<file path="src/rtl/emsensor_pkg.sv">
`default_nettype none
// +--------------------------------------------------------------------------+
// | Module  : emsensor_pkg                                                   |
// | Purpose : Shared definitions for the EM/timing sensor sequencer.         |
// |           Holds the FSM state encoding (3-bit, IDLE..ALERT) and the      |
// |           default reset-pulse length and sensitivity-code width.         |
// | Rev     : 1.0  initial release                                           |
// +--------------------------------------------------------------------------+
package emsensor_pkg;

  // Encodings are visible to software through state_o, so they are fixed.
  typedef enum logic [2:0] {
    ST_IDLE   = 3'd0,
    ST_RESET  = 3'd1,
    ST_SETTLE = 3'd2,
    ST_CALIB  = 3'd3,
    ST_ARMED  = 3'd4,
    ST_ALERT  = 3'd5
  } state_e;

  localparam int RST_CYC_DEF = 16;
  localparam int SENS_W_DEF  = 5;

endpackage : emsensor_pkg
`default_nettype wire

</file>
<file path="src/rtl/emsensor_debounce.sv">
`default_nettype none
// +--------------------------------------------------------------------------+
// | Module  : emsensor_debounce                                              |
// | Purpose : Counts consecutive alarm cycles and flags the cycle on which   |
// |           the run length reaches the threshold.                          |
// | Ports   : clk, rst_n      clock, async active-low reset                  |
// |           clr             forces the count to 0                          |
// |           alarm           OR-reduced alarm level                         |
// |           threshold[3:0]  required run length (0 behaves as 1)           |
// |           hit             combinational: this alarm cycle completes run  |
// | Rev     : 1.0  initial release                                           |
// +--------------------------------------------------------------------------+
module emsensor_debounce (
  input  logic       clk,
  input  logic       rst_n,
  input  logic       clr,
  input  logic       alarm,
  input  logic [3:0] threshold,
  output logic       hit
);

  logic [3:0] cnt_q;
  logic [3:0] cnt_d;
  logic [3:0] thr_eff;

  assign thr_eff = (threshold == 4'd0) ? 4'd1 : threshold;

  // hit looks at the count this alarm cycle will produce, so the alert
  // registers on the same edge the run length reaches the threshold.
  assign hit = alarm && !clr &&
               (({1'b0, cnt_q} + 5'd1) >= {1'b0, thr_eff});

  always_comb begin
    cnt_d = cnt_q;
    if (clr || !alarm) begin
      cnt_d = 4'd0;
    end else if (cnt_q != 4'hF) begin
      cnt_d = cnt_q + 4'd1;
    end
  end

  always_ff @(posedge clk or negedge rst_n) begin
    if (!rst_n) begin
      cnt_q <= 4'd0;
    end else begin
      cnt_q <= cnt_d;
    end
  end

endmodule : emsensor_debounce
`default_nettype wire

</file>
<file path="src/rtl/emsensor_sequencer.sv">
`default_nettype none
// +--------------------------------------------------------------------------+
// | Module  : emsensor_sequencer                                             |
// | Purpose : Bring-up / run-time sequencer for the EM and timing sensors:   |
// |           reset banks, settle and clear alarms, sweep-calibrate the      |
// |           timing-sensor sensitivity, then debounce alarms into a latched |
// |           alert held until software acks.                                |
// | Ports   : vclk, vrst            clock, async active-low reset            |
// |           arm, ack              run level / alert acknowledge pulse      |
// |           cfg_*                 settle, dwell, margin, debounce settings |
// |           bank_alarm, talarm_any  sensor alarm inputs                    |
// |           sensor_rst_n, alarm_clr, sensitivity  sensor controls          |
// |           cal_done, cal_fail, alert, alert_src, state_o  status          |
// | Rev     : 1.0  initial release                                           |
// +--------------------------------------------------------------------------+
module emsensor_sequencer
  import emsensor_pkg::*;
#(
  parameter int NBANK   = 5,
  parameter int SENS_W  = SENS_W_DEF,
  parameter int RST_CYC = RST_CYC_DEF,
  parameter int CNT_W   = 16
) (
  input  logic              vclk,
  input  logic              vrst,
  input  logic              arm,
  input  logic              ack,
  input  logic [CNT_W-1:0]  cfg_settle,
  input  logic [CNT_W-1:0]  cfg_dwell,
  input  logic [SENS_W-1:0] cfg_margin,
  input  logic [3:0]        cfg_debounce,
  input  logic [NBANK-1:0]  bank_alarm,
  input  logic              talarm_any,
  output logic              sensor_rst_n,
  output logic              alarm_clr,
  output logic [SENS_W-1:0] sensitivity,
  output logic              cal_done,
  output logic              cal_fail,
  output logic              alert,
  output logic [NBANK:0]    alert_src,
  output logic [2:0]        state_o
);

  localparam logic [CNT_W-1:0]  RST_LAST = CNT_W'(RST_CYC - 1);
  localparam logic [SENS_W-1:0] SENS_MAX = '1;

  state_e            state_q, state_d;
  logic [CNT_W-1:0]  cnt_q, cnt_d;
  logic [SENS_W-1:0] sens_q, sens_d;
  logic              cal_done_q, cal_done_d;
  logic              cal_fail_q, cal_fail_d;
  logic              alert_q, alert_d;
  logic [NBANK:0]    alert_src_q, alert_src_d;
  logic              sensor_rst_n_q, sensor_rst_n_d;
  logic              alarm_clr_q, alarm_clr_d;

  logic [NBANK:0]    alarm_vec;
  logic [CNT_W-1:0]  settle_last;
  logic [CNT_W-1:0]  dwell_last;
  logic              deb_clr;
  logic              deb_hit;

  assign alarm_vec   = {talarm_any, bank_alarm};
  // Last count index of a phase; a zero setting behaves as a length of 1.
  assign settle_last = (cfg_settle == '0) ? '0 : cfg_settle - 1'b1;
  assign dwell_last  = (cfg_dwell  == '0) ? '0 : cfg_dwell  - 1'b1;
  // Dropping arm clears the debounce count on the same edge as the FSM.
  assign deb_clr     = (state_q != ST_ARMED) || !arm;

  emsensor_debounce u_debounce (
    .clk       (vclk),
    .rst_n     (vrst),
    .clr       (deb_clr),
    .alarm     (|alarm_vec),
    .threshold (cfg_debounce),
    .hit       (deb_hit)
  );

  // Phase counters only increment while below their last index, which is at
  // most all-ones minus one, so they can never wrap.
  always_comb begin
    state_d     = state_q;
    cnt_d       = cnt_q;
    sens_d      = sens_q;
    cal_done_d  = cal_done_q;
    cal_fail_d  = cal_fail_q;
    alert_d     = alert_q;
    alert_src_d = alert_src_q;

    unique case (state_q)
      ST_IDLE: begin
        if (arm) begin
          state_d = ST_RESET;
          cnt_d   = '0;
        end
      end
      ST_RESET: begin
        if (cnt_q >= RST_LAST) begin
          state_d = ST_SETTLE;
          cnt_d   = '0;
        end else begin
          cnt_d = cnt_q + 1'b1;
        end
      end
      ST_SETTLE: begin
        if (cnt_q >= settle_last) begin
          cnt_d = '0;
          if (cal_done_q) begin
            state_d = ST_ARMED;
          end else begin
            state_d = ST_CALIB;
            sens_d  = '0;   // sweep always starts from the lowest code
          end
        end else begin
          cnt_d = cnt_q + 1'b1;
        end
      end
      ST_CALIB: begin
        if (talarm_any) begin
          sens_d     = (sens_q > cfg_margin) ? sens_q - cfg_margin : '0;
          cal_done_d = 1'b1;
          state_d    = ST_SETTLE;
          cnt_d      = '0;
        end else if (cnt_q >= dwell_last) begin
          cnt_d = '0;
          if (sens_q == SENS_MAX) begin
            cal_fail_d = 1'b1;
            cal_done_d = 1'b1;
            sens_d     = '0;
            state_d    = ST_SETTLE;
          end else begin
            sens_d = sens_q + 1'b1;
          end
        end else begin
          cnt_d = cnt_q + 1'b1;
        end
      end
      ST_ARMED: begin
        if (deb_hit) begin
          alert_d     = 1'b1;
          alert_src_d = alarm_vec;
          state_d     = ST_ALERT;
        end
      end
      ST_ALERT: begin
        if (ack) begin
          alert_d     = 1'b0;
          alert_src_d = '0;
          state_d     = ST_SETTLE;
          cnt_d       = '0;
        end
      end
      default: begin
        state_d = ST_IDLE;
      end
    endcase

    // Disarm overrides everything, including a coincident ack; calibration
    // results survive so the next arm goes straight to monitoring.
    if (!arm) begin
      state_d     = ST_IDLE;
      cnt_d       = '0;
      alert_d     = 1'b0;
      alert_src_d = '0;
    end

    // Sensor controls follow the state being entered so they line up with
    // state_o on the same cycle.
    sensor_rst_n_d = !((state_d == ST_IDLE) || (state_d == ST_RESET));
    alarm_clr_d    = (state_d == ST_IDLE) || (state_d == ST_RESET) ||
                     (state_d == ST_SETTLE);
  end

  always_ff @(posedge vclk or negedge vrst) begin
    if (!vrst) begin
      state_q        <= ST_IDLE;
      cnt_q          <= '0;
      sens_q         <= '0;
      cal_done_q     <= 1'b0;
      cal_fail_q     <= 1'b0;
      alert_q        <= 1'b0;
      alert_src_q    <= '0;
      sensor_rst_n_q <= 1'b0;
      alarm_clr_q    <= 1'b1;
    end else begin
      state_q        <= state_d;
      cnt_q          <= cnt_d;
      sens_q         <= sens_d;
      cal_done_q     <= cal_done_d;
      cal_fail_q     <= cal_fail_d;
      alert_q        <= alert_d;
      alert_src_q    <= alert_src_d;
      sensor_rst_n_q <= sensor_rst_n_d;
      alarm_clr_q    <= alarm_clr_d;
    end
  end

  assign sensor_rst_n = sensor_rst_n_q;
  assign alarm_clr    = alarm_clr_q;
  assign sensitivity  = sens_q;
  assign cal_done     = cal_done_q;
  assign cal_fail     = cal_fail_q;
  assign alert        = alert_q;
  assign alert_src    = alert_src_q;
  assign state_o      = state_q;

endmodule : emsensor_sequencer
`default_nettype wire

</file>
<file path="config.mk">
export PLATFORM = sky130hd
export DESIGN_NAME = emsensor_sequencer
export DESIGN_NICKNAME = d
export VERILOG_FILES = /design/src/rtl/emsensor_pkg.sv /design/src/rtl/emsensor_debounce.sv /design/src/rtl/emsensor_sequencer.sv
export SDC_FILE = /design/constraint.sdc
export NUM_CORES = 1
export LEC_CHECK = 0
export ABC_AREA = 1
export CORE_UTILIZATION = 55
export DETAILED_ROUTE_END_ITERATION = 6
export PLACE_DENSITY = 0.82
export SYNTH_ARGS = -nofsm -noshare
export SYNTH_HDL_FRONTEND = slang
export SYNTH_SLANG_ARGS = --single-unit
</file>
<file path="constraint.sdc">
create_clock -name vclk -period 2.3 [get_ports vclk]
set_input_delay 0.575 -clock vclk [delete_from_list [all_inputs] [get_ports vclk]]
set_output_delay 0.575 -clock vclk [all_outputs]
set_load 0.03 [all_outputs]
</file>
# After elaboration in Yosys (flattened, before gate mapping)
# Cells that the tools add are included.
dict set report classes {
  addsub 7
  order_cmp 5
  eq_ne 17
  muxes 40
  n_bitwise 1
  reduce_logical 25
}
# op n
set op_table {}
lappend op_table {{$mux 16} 8}
lappend op_table {{$pmux 16 s5} 1}
lappend op_table {{$ge 16x16->1} 2}
lappend op_table {{$logic_not 16->1} 2}
lappend op_table {{$sub 16x1->16 const B} 2}
lappend op_table {{$mux 5} 6}
lappend op_table {{$mux 3} 9}
lappend op_table {{$mux 6} 3}
lappend op_table {{$pmux 3 s6} 1}
lappend op_table {{$add 16x1->16 const B} 1}
lappend op_table {{$ge 16x4->1 const B} 1}
lappend op_table {{$mux 4} 3}
lappend op_table {{$ne 3x3->1 const B} 4}
lappend op_table {{$pmux 6 s2} 1}
lappend op_table {{$pmux 5 s2} 1}
lappend op_table {{$eq 3x2->1 const B} 3}
lappend op_table {{$reduce_and 4->1} 2}
lappend op_table {{$reduce_bool 2->1} 4}
lappend op_table {{$eq 3x1->1 const B} 2}
lappend op_table {{$eq 3x3->1 const B} 2}
lappend op_table {{$logic_not 3->1} 2}
lappend op_table {{$mux 1} 6}
lappend op_table {{$ne 6x1->1 const B} 1}
lappend op_table {{$reduce_and 3->1} 2}
lappend op_table {{other kinds (18)} 26}
dict set report word_totals {
  reg_bits 39
  in_bits 51
}

# Longest topological paths before layout
dict set report logic_depth {
  word_depth 11
  depth_mapped 24
  mapped_depth_nobuf 24
}

# Cells and area by module
# Synthesis repeated with hierarchy kept, for this count alone.
dict set report hier_totals {
  cells_unflattened 600
  hier_area_um2 4254.1
}
# mod instances cells_per_inst area_each_um2
set modules_own_cells {}
lappend modules_own_cells {emsensor_sequencer 1 556 3913.8}
lappend modules_own_cells {emsensor_debounce 1 44 340.3}

# Worst setup path before layout
# Ideal clock, no wire load.
dict set report synth_path {
  path_kind {input-to-reg}
  startpoint {in cfg_settle[1]}
  endpoint {reg sens_q[1], in the netlist sensitivity[1]}
  setup_ps 120
  t_arrival_ps 2850
  setup_slack_ps -670
  path_stages 20
  path_buffers 0
  cell_sequence {inv_1 > nand3_1 > nor2_1 > nand2_1 > nor3_2 > nand2_1 > nor2_1 > nand3_1 > xor2_1 > nand2_1 > ha_1 > nand2_1 > nor4_1 > nand2_1 > nand2_1 > nand3_1 > nand2_1 > nand2_1 > nor2_1 > nor2_1}
}
dict set report synth_between {
  elab_chain_cells 5
  elab_cells_between_ends 6
  cone_classes {1 x add/sub; 1 x order compare; 1 x eq/ne; 1 x mux; 2 x reduce/logical}
}
# item line
set synth_rtl {}
lappend synth_rtl {{start: declaration} emsensor_sequencer.sv:28} ;# input logic [CNT_W-1:0] cfg_settle,
lappend synth_rtl {{$sub 16x1->16 or $logic_not 16->1 (tied branches)} emsensor_sequencer.sv:65} ;# assign settle_last = (cfg_settle == '0) ? '0 : cfg_settle - 1'b1;
lappend synth_rtl {{$mux 16 *} emsensor_sequencer.sv:65}
lappend synth_rtl {{$ge 16x16->1 *} emsensor_sequencer.sv:106} ;# if (cnt_q >= settle_last) begin
lappend synth_rtl {{$ne 2x2->1 (no source line) *} -}
lappend synth_rtl {{$reduce_and 4->1 (no source line) *} -}
lappend synth_rtl {{end signal: assignment} emsensor_sequencer.sv:188} ;# sens_q <= sens_d;
lappend synth_rtl {{end: declaration} emsensor_sequencer.sv:49} ;# logic [SENS_W-1:0] sens_q, sens_d;
# Mark *: on every way between the ends. The rest lies on a longest branch, timed or not.
# A chain may end at the register's enable or synchronous reset.

# Final worst setup path
dict set report layout_path {
  startpoint {in cfg_settle[0]}
  endpoint {reg state_q[0], in the netlist state_o[0]}
}
dict set report layout_between {
  elab_chain_cells 6
  elab_cells_between_ends 7
  cone_classes {1 x add/sub; 1 x order compare; 4 x mux; 1 x reduce/logical}
}
# item line
set layout_rtl {}
lappend layout_rtl {{$sub 16x1->16 or $logic_not 16->1 (tied branches)} emsensor_sequencer.sv:65}
lappend layout_rtl {{$mux 16 *} emsensor_sequencer.sv:65}
lappend layout_rtl {{$ge 16x16->1 *} emsensor_sequencer.sv:106}
lappend layout_rtl {{$mux 3 *} emsensor_sequencer.sv:106}
lappend layout_rtl {{$pmux 3 s6 *} emsensor_sequencer.sv:90} ;# unique case (state_q)
lappend layout_rtl {{$mux 3 *} emsensor_sequencer.sv:160} ;# if (!arm) begin
lappend layout_rtl {{via state_d[0]} emsensor_sequencer.sv:47} ;# state_e state_q, state_d;
lappend layout_rtl {{end signal: assignment} emsensor_sequencer.sv:186} ;# state_q <= state_d;
lappend layout_rtl {{end: declaration} emsensor_sequencer.sv:47}
# The timed path passes the listed nets; every way through them passes the cells marked *.

==> key figures <==
Status
  • Status: finished, violations left
  • Violated checks: DRC, setup timing

Critical path
  • Critical Path Sink Type: register
  • Setup crit end: state_o[0]$_DFF_PN0_
  • Worst R2R Path Depth: 9
  • Crit-path cells: buf_6 > inv_12 > ha_2 > inv_1 > nor2_2 > inv_2 > nor2_4 > nand2_2 > buf_4 > inv_1 > a21oi_1 > o21ai_0 > ha_1 > nand2_2 > o21ai_1 > a21oi_4 > nand2_4 > nand3_2 > inv_2 > nor2_2 > nand2_1 > nand2_1 > inv_1
  • Critical path's top delay family: simple AND/OR/NAND/NOR gates
  • CP Launch Point: cfg_settle[0]
  • Reg-to-reg endpoint: cnt_q[12]$_DFFE_PN0P_
  • Critical path depth in cells: 23
  • Critical path required time: 2.51 ns
  • Crit-path slowest cell: ha_1
  • Setup crit start kind: input pin
  • Cell mode on critical path: inv_1
  • Kind of critical path: in -> reg
  • Launch point of the worst reg-to-reg path: cnt_q[1]$_DFFE_PN0P_
  • Crit path max fanout: 3
  • Crit path buf inv count: 8
  • Worst Path Arrival: 3.50 ns
  • Delay of the slowest cell on the worst path: 0.30 ns
  • Reg2Reg Setup Slack: -0.35 ns

Logic synthesis
  • Async set or reset register ratio after synthesis: 100%
  • Register area share after synthesis: 23.6%
  • Synth Register Bits: 39
  • Mapped Area: 0.00414 mm^2
  • Mapped Nets: 705
  • EDFF count, synth: 0
  • Synth top area cells: dfrtp_1 (23%), ha_1 (15%), nand2_1 (11%)
  • Post-Syn Instances: 604
  • Ys Warns: 0
  • Syn_area_per_cell: 6.85 um^2
  • Distinct cells, synth: 42
  • Share of the synthesized area in the top cell type: 23.0%
  • Most frequent cell after synthesis: nand2_1
  • Ys flop type: dfrtp_1
  • Synth top cells by count: nand2_1 (126), inv_1 (102), nor2_1 (71)
  • Synth area leader: dfrtp_1

Final layout
  • Layout Cells excl Fill: 893
  • # diodes: 0
  • Post-layout nets: 894
  • Area growth from synthesis to layout: 63.7%
  • Layout cells sized above 1: 42.1%

Timing
  • Min Tclk post-route: 3.29 ns
  • Slew Limit Fails: 0
  • Final TNS setup: -25.69 ns
  • Worst-case clock skew: 0.0146 ns
  • Worst slew margin: 15.6%
  • RSZ-0062 raised after global routing: true
  • Period utilisation layout: 143%
  • Final Hold Fails: 0
  • Final setup vio count: 28
  • Min setup slack post-route: -0.990 ns
  • Worst-margin pin slew: 1.26 ns
  • Maximum clock frequency: 304 MHz

Placement
  • Post-DP HPWL: 8.93 mm
  • Port bufs: 69
  • Placer Congestion: 0.971
  • Pre-CTS WS: -1.48 ns
  • Inst Count DP: 845

Drt
  • WL/cell: 23.9 um
  • Vias per inst: 6.70
  • Drt pass-1 iters: 7
  • Vias: 5982
  • DR iter-0 viols: 1084
  • Drt drc: 68
  • Detailed Route WL: 21.3 mm
  • DRT antenna net count: 0

Floorplan
  • Initial Util: 57.0%
  • FP Rows: 31
  • Top Ports: 70
  • Die Y-Extent: 88.7 um
  • DIE AREA: 0.00787 mm^2
  • Chip Width: 88.7 um
  • Placeable core area: 0.00725 mm^2

Global routing
  • Vias in the first global route: 5370
  • All-Layer GR Usage: 41.7%
  • Overflow after GRT: 0
  • Global-route wire length before repair: 25.0 mm
  • Initial antenna violation count: 0
  • Largest net degree at the start of global routing: 27

Clocking
  • CTS root buf: clkbuf_8
  • Sinks on the clock net: 39
  • Num CTS Buffers: 5
  • H-tree levels: 2
  • CTS Buffer Depth: 2
  • # hold bufs at CTS: 0
  • CTS tree: yes
  • Worst skew pair latency: 0.32 ns
  • Register clock-pin slew on the reported worst setup and hold paths: 0.10 ns

Power
  • VDD IR max: 0.284 mV
  • Power density over the cells: 306 mW/mm^2
  • LEAKAGE: 0.00326 uW
  • Power consumption: 2070 uW

Hold path
  • Hold crit path type: in -> async

Flow run
  • Maximum capacitance violations: 0
[where the power goes]
group,internal [uW],total (uW),switching (uW)
registers,694,711,16.9
clock network,358,661,303
logic,313,700,388
total,1360,2070,708
[per-stage QoR]
step,instance area [um^2],hold slack [ns],utilization (%)
after global routing,6770,0.297,93.3
after global placement,5630,0.478,77.7
after CTS,6450,0.294,89.0
after floorplan,4280,0.279,-
final,6770,0.285,93.3
after detailed placement,5630,0.473,77.7
[kinds of logic (layout without fill, tap and decap cells)]
kind of cell               after synthesis  in the layout  share of synthesized area [%]
buffers and inverters                  109            298                           10.3
and+or+nand+nor                        293            294                           32.4
AOI/OAI and AO/OA                       83             83                           12.1
DFF                                     39             39                           23.6
xor gates and xnor gates                30             30                           6.35
adders and majority gates               50             50                           15.3
[repair_timing]
| action | 4_1_cts | 5_1_grt |
|---|---|---|
| setup buffers | 27 | 12 |
| pin swaps | 89 | 46 |
| gates cloned | 1 | 0 |
| endpoints found under the setup margin | 34 | 35 |
| resized for setup | 239 | 70 |
[final cells by class]
class                   count  area [um^2]
well taps                  99          124
clock buffers               6         82.6
repair buffers            185         1590
multi-input cells         457         3520
clock inverters             2         38.8
flip-flops and latches     39          978
inverters                 105          437
fillers                   230          483
[flip-flops by register name (all words and copies together) (netlist names)]
signal and count:
sensitivity 5, cal_fail 1, alarm_clr 1, alert 1, cnt_q 16, state_o 3
sensor_rst_n 1, cal_done 1, alert_src 6, u_debounce.cnt_q 4
[worst min-delay path by stage]
stage / from / end / slack [ns]
final: vrst / cnt_q[15]$_DFFE_PN0P_ / 0.28
after floorplan: vrst / alert$_DFFE_PN0P_ / 0.28
after detailed placement: cal_fail$_DFFE_PN0P_ / cal_fail$_DFFE_PN0P_ / 0.47
after CTS: vrst / cnt_q[15]$_DFFE_PN0P_ / 0.29
after global routing: vrst / cnt_q[15]$_DFFE_PN0P_ / 0.30
after global placement: cal_fail$_DFFE_PN0P_ / cal_fail$_DFFE_PN0P_ / 0.48
[cell usage in the layout (no fill, tap or decap), drive strengths merged, types with 2 or more instances in the layout]
cell           synthesis  final
o21bai                 2      2
clkbuf                 2      8
o21a                   3      3
o22ai                  3      3
nand4                 17     17
buf                    2    133
inv                  105    106
nor3                  10     10
or2                    8      8
xor2                  26     26
xnor2                  4      4
dlygate4sd2            0      7
o21ai                 35     35
o211ai                 3      3
nor2                  75     75
ha                    49     49
a21oi                 31     31
nand2                128    129
dfrtp                 38     38
nand3                 47     47
clkdlybuf4s15          0      7
clkdlybuf4s50          0     36
nor4                   6      6
a31o                   2      2
[metal layers]
layer | up-vias | global-route usage (%) | share of wire (%)
li1 | 2351 | - | -
met4 | 0 | 28.6 | 11
met2 | 674 | 70.0 | 42
met3 | 339 | 10.6 | 15
met5 | - | 0 | 0
met1 | 2618 | 46.3 | 33
(Power assumes the default switching activity.)
